<file path="src/rtl/riscv_pkg.sv">
// rtl/riscv_pkg.sv - opcodes, FSM states and control encodings for the multi-cycle controller (ILLEGAL_OP_TRAP_EN adds TRAP)
package riscv_pkg;

  localparam logic [6:0] OP_R    = 7'b0110011;
  localparam logic [6:0] OP_I    = 7'b0010011;
  localparam logic [6:0] OP_LW   = 7'b0000011;
  localparam logic [6:0] OP_JALR = 7'b1100111;
  localparam logic [6:0] OP_S    = 7'b0100011;
  localparam logic [6:0] OP_JAL  = 7'b1101111;
  localparam logic [6:0] OP_B    = 7'b1100011;
  localparam logic [6:0] OP_LUI  = 7'b0110111;

  localparam logic [1:0] RES_ALUOUT    = 2'b00;
  localparam logic [1:0] RES_DATA      = 2'b01;
  localparam logic [1:0] RES_ALURESULT = 2'b10;
  localparam logic [1:0] RES_IMMEXT    = 2'b11;

  localparam logic [1:0] SRCA_PC    = 2'b00;
  localparam logic [1:0] SRCA_OLDPC = 2'b01;
  localparam logic [1:0] SRCA_RD1   = 2'b10;

  localparam logic [1:0] SRCB_RD2    = 2'b00;
  localparam logic [1:0] SRCB_IMMEXT = 2'b01;
  localparam logic [1:0] SRCB_FOUR   = 2'b10;

  localparam logic [1:0] ALUOP_ADD    = 2'b00;
  localparam logic [1:0] ALUOP_RTYPE  = 2'b01;
  localparam logic [1:0] ALUOP_ITYPE  = 2'b10;
  localparam logic [1:0] ALUOP_BRANCH = 2'b11;

  localparam logic [2:0] IMM_I = 3'b000;
  localparam logic [2:0] IMM_S = 3'b001;
  localparam logic [2:0] IMM_J = 3'b010;
  localparam logic [2:0] IMM_B = 3'b011;
  localparam logic [2:0] IMM_U = 3'b100;

  typedef enum logic [3:0] {
    S_FETCH,
    S_DECODE,
    S_MEM_ADDR,
    S_MEM_READ,
    S_MEM_WB,
    S_MEM_WRITE,
    S_EXEC_R,
    S_EXEC_I,
    S_ALU_WB,
    S_BRANCH,
    S_JALR_ADDR,
    S_JUMP,
    S_LUI_WB
`ifdef ILLEGAL_OP_TRAP_EN
    , S_TRAP
`endif
  } state_t;

  typedef struct packed {
    logic       pc_write;
    logic       adr_src;
    logic       mem_write;
    logic       ir_write;
    logic [1:0] result_src;
    logic [1:0] alu_src_a;
    logic [1:0] alu_src_b;
    logic [1:0] alu_op;
    logic [2:0] imm_src;
    logic       reg_write;
    logic       retire;
`ifdef ILLEGAL_OP_TRAP_EN
    logic       illegal_op;
`endif
  } ctrl_t;

endpackage

</file>
<file path="src/rtl/mc_output_decoder.sv">
// rtl/mc_output_decoder.sv - combinational state+Op to control word decode (ILLEGAL_OP_TRAP_EN adds TRAP)
module mc_output_decoder
  import riscv_pkg::*;
(
  input  state_t     state,
  input  logic [6:0] op,
  input  logic       branch_taken,
  input  logic       mem_ready,
  output ctrl_t      ctrl
);

  always_comb begin
    ctrl = '0;
    case (state)
      S_FETCH: begin
        ctrl.alu_src_a  = SRCA_PC;
        ctrl.alu_src_b  = SRCB_FOUR;
        ctrl.alu_op     = ALUOP_ADD;
        ctrl.result_src = RES_ALURESULT;
        ctrl.ir_write   = mem_ready;
        ctrl.pc_write   = mem_ready;
      end
      S_DECODE: begin
        // branch/jump target is precomputed into ALUOut here
        ctrl.alu_src_a = SRCA_OLDPC;
        ctrl.alu_src_b = SRCB_IMMEXT;
        ctrl.imm_src   = (op == OP_JAL) ? IMM_J : IMM_B;
      end
      S_MEM_ADDR: begin
        ctrl.alu_src_a = SRCA_RD1;
        ctrl.alu_src_b = SRCB_IMMEXT;
        ctrl.imm_src   = (op == OP_S) ? IMM_S : IMM_I;
      end
      S_MEM_READ: begin
        ctrl.adr_src    = 1'b1;
        ctrl.result_src = RES_ALUOUT;
      end
      S_MEM_WB: begin
        ctrl.result_src = RES_DATA;
        ctrl.reg_write  = 1'b1;
        ctrl.retire     = 1'b1;
      end
      S_MEM_WRITE: begin
        ctrl.adr_src    = 1'b1;
        ctrl.result_src = RES_ALUOUT;
        ctrl.mem_write  = 1'b1;
        ctrl.retire     = mem_ready;
      end
      S_EXEC_R: begin
        ctrl.alu_src_a = SRCA_RD1;
        ctrl.alu_src_b = SRCB_RD2;
        ctrl.alu_op    = ALUOP_RTYPE;
      end
      S_EXEC_I: begin
        ctrl.alu_src_a = SRCA_RD1;
        ctrl.alu_src_b = SRCB_IMMEXT;
        ctrl.alu_op    = ALUOP_ITYPE;
        ctrl.imm_src   = IMM_I;
      end
      S_ALU_WB: begin
        ctrl.result_src = RES_ALUOUT;
        ctrl.reg_write  = 1'b1;
        ctrl.retire     = 1'b1;
      end
      S_BRANCH: begin
        ctrl.alu_src_a  = SRCA_RD1;
        ctrl.alu_src_b  = SRCB_RD2;
        ctrl.alu_op     = ALUOP_BRANCH;
        ctrl.result_src = RES_ALUOUT;
        ctrl.pc_write   = branch_taken;
        ctrl.retire     = 1'b1;
      end
      S_JALR_ADDR: begin
        ctrl.alu_src_a = SRCA_RD1;
        ctrl.alu_src_b = SRCB_IMMEXT;
        ctrl.imm_src   = IMM_I;
      end
      S_JUMP: begin
        // PC takes the target from ALUOut while the ALU forms OldPC+4 for the link write
        ctrl.alu_src_a  = SRCA_OLDPC;
        ctrl.alu_src_b  = SRCB_FOUR;
        ctrl.result_src = RES_ALUOUT;
        ctrl.pc_write   = 1'b1;
      end
      S_LUI_WB: begin
        ctrl.imm_src    = IMM_U;
        ctrl.result_src = RES_IMMEXT;
        ctrl.reg_write  = 1'b1;
        ctrl.retire     = 1'b1;
      end
`ifdef ILLEGAL_OP_TRAP_EN
      S_TRAP: begin
        ctrl.illegal_op = 1'b1;
      end
`endif
      default: ctrl = '0;
    endcase
  end

endmodule

</file>
<file path="src/rtl/multicycle_controller.sv">
// rtl/multicycle_controller.sv - multi-cycle RV32I control FSM with retired-instruction counter (ILLEGAL_OP_TRAP_EN adds TRAP)
module multicycle_controller
  import riscv_pkg::*;
#(
  parameter int CNT_W = 32
) (
  input  logic             clk,
  input  logic             rst,
  input  logic [6:0]       Op,
  input  logic             branch_taken,
  input  logic             mem_ready,
  output logic             PCWrite,
  output logic             AdrSrc,
  output logic             MemWrite,
  output logic             IRWrite,
  output logic [1:0]       ResultSrc,
  output logic [1:0]       ALUSrcA,
  output logic [1:0]       ALUSrcB,
  output logic [1:0]       ALUOp,
  output logic [2:0]       ImmSrc,
  output logic             RegWrite,
  output logic             retire,
  output logic [CNT_W-1:0] instret
`ifdef ILLEGAL_OP_TRAP_EN
  , output logic           illegal_op
`endif
);

  state_t state, state_next;
  ctrl_t  ctrl;

  mc_output_decoder u_dec (
    .state        (state),
    .op           (Op),
    .branch_taken (branch_taken),
    .mem_ready    (mem_ready),
    .ctrl         (ctrl)
  );

  always_ff @(posedge clk or posedge rst) begin
    if (rst) begin
      state   <= S_FETCH;
      instret <= '0;
    end else begin
      state <= state_next;
      if (ctrl.retire)
        instret <= instret + {{(CNT_W-1){1'b0}}, 1'b1};
    end
  end

  always_comb begin
    state_next = state;
    case (state)
      S_FETCH:     if (mem_ready) state_next = S_DECODE;
      S_DECODE: begin
        case (Op)
          OP_LW, OP_S: state_next = S_MEM_ADDR;
          OP_R:        state_next = S_EXEC_R;
          OP_I:        state_next = S_EXEC_I;
          OP_B:        state_next = S_BRANCH;
          OP_JAL:      state_next = S_JUMP;
          OP_JALR:     state_next = S_JALR_ADDR;
          OP_LUI:      state_next = S_LUI_WB;
`ifdef ILLEGAL_OP_TRAP_EN
          default:     state_next = S_TRAP;
`else
          default:     state_next = S_FETCH;
`endif
        endcase
      end
      S_MEM_ADDR:  state_next = (Op == OP_S) ? S_MEM_WRITE : S_MEM_READ;
      S_MEM_READ:  if (mem_ready) state_next = S_MEM_WB;
      S_MEM_WRITE: if (mem_ready) state_next = S_FETCH;
      S_EXEC_R,
      S_EXEC_I:    state_next = S_ALU_WB;
      S_JALR_ADDR: state_next = S_JUMP;
      S_JUMP:      state_next = S_ALU_WB;
      S_MEM_WB,
      S_ALU_WB,
      S_BRANCH,
      S_LUI_WB:    state_next = S_FETCH;
`ifdef ILLEGAL_OP_TRAP_EN
      S_TRAP:      state_next = S_TRAP;
`endif
      default:     state_next = S_FETCH;
    endcase
  end

  // strobes are masked during reset so an in-flight write is dropped at once
  assign PCWrite   = ctrl.pc_write  & ~rst;
  assign IRWrite   = ctrl.ir_write  & ~rst;
  assign MemWrite  = ctrl.mem_write & ~rst;
  assign RegWrite  = ctrl.reg_write & ~rst;
  assign retire    = ctrl.retire    & ~rst;
  assign AdrSrc    = ctrl.adr_src;
  assign ResultSrc = ctrl.result_src;
  assign ALUSrcA   = ctrl.alu_src_a;
  assign ALUSrcB   = ctrl.alu_src_b;
  assign ALUOp     = ctrl.alu_op;
  assign ImmSrc    = ctrl.imm_src;
`ifdef ILLEGAL_OP_TRAP_EN
  assign illegal_op = ctrl.illegal_op;
`endif

endmodule

</file>
<file path="config.mk">
export PLATFORM = sky130hd
export DESIGN_NAME = multicycle_controller
export DESIGN_NICKNAME = d
export VERILOG_FILES = /design/src/rtl/riscv_pkg.sv /design/src/rtl/mc_output_decoder.sv /design/src/rtl/multicycle_controller.sv
export SDC_FILE = /design/constraint.sdc
export NUM_CORES = 1
export LEC_CHECK = 0
export BUFFER_PORTS_ARGS = -buffer_cell sky130_fd_sc_hd__buf_2
export CELL_PAD_IN_SITES_DETAIL_PLACEMENT = 1
export CELL_PAD_IN_SITES_GLOBAL_PLACEMENT = 2
export CORE_MARGIN = 2
export CORE_UTILIZATION = 34
export CTS_CLUSTER_SIZE = 24
export DETAILED_ROUTE_END_ITERATION = 12
export HOLD_SLACK_MARGIN = 0.05
export MAX_ROUTING_LAYER = met4
export PLACE_DENSITY = 0.83
export SLEW_MARGIN = 5
export SYNTH_ARGS = -nofsm -noshare
export SYNTH_HDL_FRONTEND = slang
export SYNTH_HIERARCHICAL = 1
export SYNTH_SLANG_ARGS = --single-unit
</file>
<file path="constraint.sdc">
create_clock -name clk -period 3.7 [get_ports clk]
set_input_delay 0.185 -clock clk [delete_from_list [all_inputs] [get_ports clk]]
set_output_delay 0.185 -clock clk [all_outputs]
set_load 0.02 [all_outputs]
</file>
After elaboration in Yosys (flattened, before gate mapping)
Index checks and enable logic that the tools add are counted.
{"block": "classes", "reduce_logical": 9, "n_bitwise": 6, "n_addsub": 1, "eq_ne": 23, "mux": 18}
{"cell": "4-bit one-hot mux with 7 select lines", "count": 2}
{"cell": "32-bit by 1-bit adder with 32-bit output (second input constant)", "count": 1}
{"cell": "7-bit by 6-bit equality test with 1-bit output (second input constant)", "count": 3}
{"cell": "7-bit equality test (second input constant)", "count": 3}
{"cell": "4-bit equality test (second input constant)", "count": 5}
{"cell": "4-bit one-hot mux with 5 select lines", "count": 1}
{"cell": "4-bit by 3-bit equality test with 1-bit output (second input constant)", "count": 4}
{"cell": "4-bit two-way mux", "count": 3}
{"cell": "2-bit one-hot mux with 3 select lines", "count": 2}
{"cell": "3-bit one-hot mux with 3 select lines", "count": 1}
{"cell": "3-bit OR reduction", "count": 3}
{"cell": "4-bit by 2-bit equality test with 1-bit output (second input constant)", "count": 2}
{"cell": "7-bit by 2-bit equality test with 1-bit output (second input constant)", "count": 1}
{"cell": "7-bit by 5-bit equality test with 1-bit output (second input constant)", "count": 1}
{"cell": "1-bit two-way mux", "count": 6}
{"cell": "2-bit != test (second input constant)", "count": 3}
{"cell": "2-bit OR reduction", "count": 3}
{"cell": "1-bit AND", "count": 5}
{"cell": "4-bit by 1-bit equality test with 1-bit output (second input constant)", "count": 1}
{"cell": "4-bit zero test", "count": 1}
{"cell": "4-bit OR reduction", "count": 1}
{"cell": "3-bit two-way mux", "count": 1}
{"cell": "1-bit one-hot mux with 3 select lines", "count": 1}
{"cell": "3-bit AND reduction", "count": 1}
{"cell": "other kinds (2)", "count": 2}
{"block": "totals", "in_bits": 11, "wordCells": 59, "out_inout_bits": 49, "ff_bits": 36}

Longest topological paths before layout
{"block": "depth", "depth_word": 4, "mapped_depth": 10}

By module
Netlist, hierarchy kept.
{"mod": "multicycle_controller", "seq_area_each_um2": 900.9, "area_each_um2": 1850.5, "cells_each": 169, "n_inst": 1}
{"mod": "mc_output_decoder", "seq_area_each_um2": 0.0, "area_each_um2": 282.8, "cells_each": 44, "n_inst": 1}

Least setup slack after synthesis
No wires, ideal clock.
{"block": "synth_path", "path_type": "flip-flop to flip-flop", "start": "register state[3]", "end": "register instret[16]", "required_time_ps": 3570, "arrival_ps": 2123, "stages_incl_launch_ff": 10, "n_path_buf": 2, "slack_ps": 1447, "synth_period_minus_slack_ps": 2253, "path_cell_list": "dfrtp_1 -> buf_1 -> nor2b_1 -> o21ai_0 -> a21oi_1 -> buf_4 -> nand4_1 -> nor4_1 -> nand4_1 -> xnor2_1"}
{"element": "from (decl)", "line": "multicycle_controller.sv:29", "source": "state_t state, state_next;"}
{"element": "from (signal assigned)", "line": "multicycle_controller.sv:45", "source": "state <= state_next;"}
{"element": "to (signal assigned)", "line": "multicycle_controller.sv:47", "source": "instret <= instret + {{(CNT_W-1){1'b0}}, 1'b1};"}
{"element": "to (decl)", "line": "multicycle_controller.sv:23", "source": "output logic [CNT_W-1:0] instret"}

==> impl_metrics.toml <==
[placement]
hpwl_um = 4020
place_worst_setup_slack_ns = 0.819
gp_congestion = 0.725
portBuffers = 59

[critical_path]
path_class = "flip-flop to flip-flop"
crit_arrival_ns = 3.09
critPathRequiredTime_ns = 3.87
end_kind = "flip-flop"
worst-path-max-fanout = 18
startpoint_type = "flip-flop"

[status]
outcome = "finished, final reports clean"

[route]
routed-wl-met2_um = 2530
wl_met1_um = 2510
wl_per_cell_um = 15.1
ant_nets = 0
via_per_inst = 5.17
met3_length_um = 189
drc = 0
drt_wl_total_um = 5300
dr.max_layer_used = "met4"
vias = 1810
drtIter0Drc = 49
drt_pass1_iterations = 4

[final_layout]
regArea_sq_um = 901
drive_gt1_share_pct = 29.1
n_antenna_cell = 0
area_growth_pct = 21.4
multi_input_area_sq_um = 1170
n_fill_cell = 712
nNetsFinal = 287

[timing]
min_period_ns = 2.92
final.setup.tns_ns = 0
fin_skew_ns = 0.00254
hold_viol_final = 0
max_clock_freq_ghz = 0.342
drv_slew = 0
setup_ws_ns = 0.778
finalCritPeriodShare_pct = 79.0
relSlewSlack_pct = 49.6
rsz0062_at_grt = "false"
setup-violations-final = 0
worst_pin_slew_ns = 0.749

[cts]
clk_pin_slew_ns = 0.07
cts_num_sinks = 36
cts_max_level = 2
cts_inserted_buffers = 5
post_cts_buffers = 0
cts_tree = "built"
cts.hold.buffers_added = 1
cts_root_buf = "clkbuf_8"
cts.path.max_buffers = 2
post_cts_resize_count = 0
clkLatencyLatePin_ns = 0.28

[pwr]
power_w = 0.000955
p_leak_nw = 1.28
power.density_nw_per_um2 = 369
vdd_ir_drop_max_uv = 119

[die]
core_sq_um = 5990
rows = 28
fp.dieH_um = 83.2
initial_core_util_pct = 35.6
fp.dieW_um = 83.2
io_pins = 60
dieArea_sq_um = 6920

[synthesis]
synth-edff-count = 0
synth_cell_types = 47
yosys-top-cells-area = "dfrtp_1 42%, xnor2_1 10%, nand3_1 3.8%"
ys_top_cells_by_count = "36 x dfrtp_1, 25 x xnor2_1, 16 x nand3_1"
synth_flop_cell = "dfrtp_1"
yosysSeqAreaShare_pct = 42.2
postSynthAreaPerCell_sq_um = 10.0
syn_inst = 213
synthArstFlopShare_pct = 100
synth_top_area_cell = "dfrtp_1"
yosys.cell_count.top_type = "dfrtp_1"
syn_area_sq_um = 2130
synthesis.nets = 225
ys_ff_latch = 36
yosysTopAreaCellShare_pct = 42.2
ys.warnings.count = 6

[flow_run]
max-cap-violations = 0

[min_path]
hp-class = "input pin to flip-flop"

[grt]
overflow = 0
grt_max_degree = 28
antenna_found_initial = 0
grt_pass1_wl_um = 9090
grt_pass1_vias = 1814
grt.total_usage_pct = 16.6
[layer usage]
layer  GRT usage [%]  vias up
li1                -      886
met1            22.0      883
met2            25.4       34
met3            3.58        7
met4            5.37        0
met5               -        -
[power by group]
part | switching, W | internal (W) | leakage (nW) | total, W
clock network | 0.000135 | 0.000128 | 0.0410 | 0.000262
logic | 0.000142 | 0.0000909 | 0.752 | 0.000233
registers | 0.0000429 | 0.000417 | 0.485 | 0.000460
total | 0.000319 | 0.000635 | 1.28 | 0.000955
[stage by stage]
step	utilization (%)	area, sq um	instances	hold WS [ns]
5_1_grt	43.2	2590	350	0.259
2_1_floorplan	-	2130	213	0.347
3_5_place_dp	41.8	2500	342	0.241
3_3_place_gp	41.8	2500	342	0.226
6_report	43.2	2590	350	0.256
4_1_cts	43.2	2590	350	0.245
[placed cells by master, fill, tap and decap left out, types with 2 or more instances in the layout]
cell type	instances
inv_1	7
or3_1	2
xor2_1	9
buf_4	2
nand3_1	16
xnor2_1	25
a211o_1	3
nor2b_1	10
nand2b_1	5
buf_2	59
nor4_1	3
nor3_2	2
nor4_4	3
and4_1	3
o31ai_1	2
o21ai_0	4
nor3_1	6
mux2_2	2
nand4_1	11
mux2i_1	3
nand2_1	10
a21oi_1	7
and3_1	7
clkbuf_8	5
dfrtp_1	36
nor2_1	10
[state kept, by name, summed over array words and instances (netlist names)]
signal and cells:
instret 32, state 4
[worst max-delay path, cell delays in order (launching register included)]
cell and delay, ns:
dfrtp_1 0.68, nand2b_1 0.23, a21oi_1 0.48, nand4_1 0.34, nor4_1 0.71, nand4_1 0.20
xnor2_1 0.16
[worst paths after layout]
| path | start | end | slack [ns] | cells after the start |
|---|---|---|---|---|
| setup / recovery | state[3] | instret[16] | 0.78 | 6 |
| hold / removal | Op[5] | state[3] | 0.26 | 2 |
| setup reg to reg | state[3] | instret[16] | 0.78 | 6 |
| hold reg to reg | instret[31] | instret[31] | 0.47 | 1 |
| max in group asynchronous | rst | instret[26] | 2.54 | 4 |
| min in group asynchronous | rst | instret[2] | 0.47 | 3 |
[final cells by class]
cell class | count | share of cell area (%)
Inverter | 7 | 1.01
Sequential cell | 36 | 34.8
Clock inverter | 1 | 0.193
Clock buffer | 6 | 2.80
Timing Repair Buffer | 62 | 12.4
Multi-Input combinational cell | 163 | 45.2
Tap cell | 75 | 3.62
[cells by family after synthesis]
kind of cell,Yosys count,share of synthesized area (%)
xor+xnor,34,14.0
mux,5,2.46
fa+ha+maj,1,0.586
compound gates,24,7.62
simple gates,99,30.3
buf+inv,14,2.87
flops,36,42.2
Note: power is estimated with default switching activity, not from simulation.
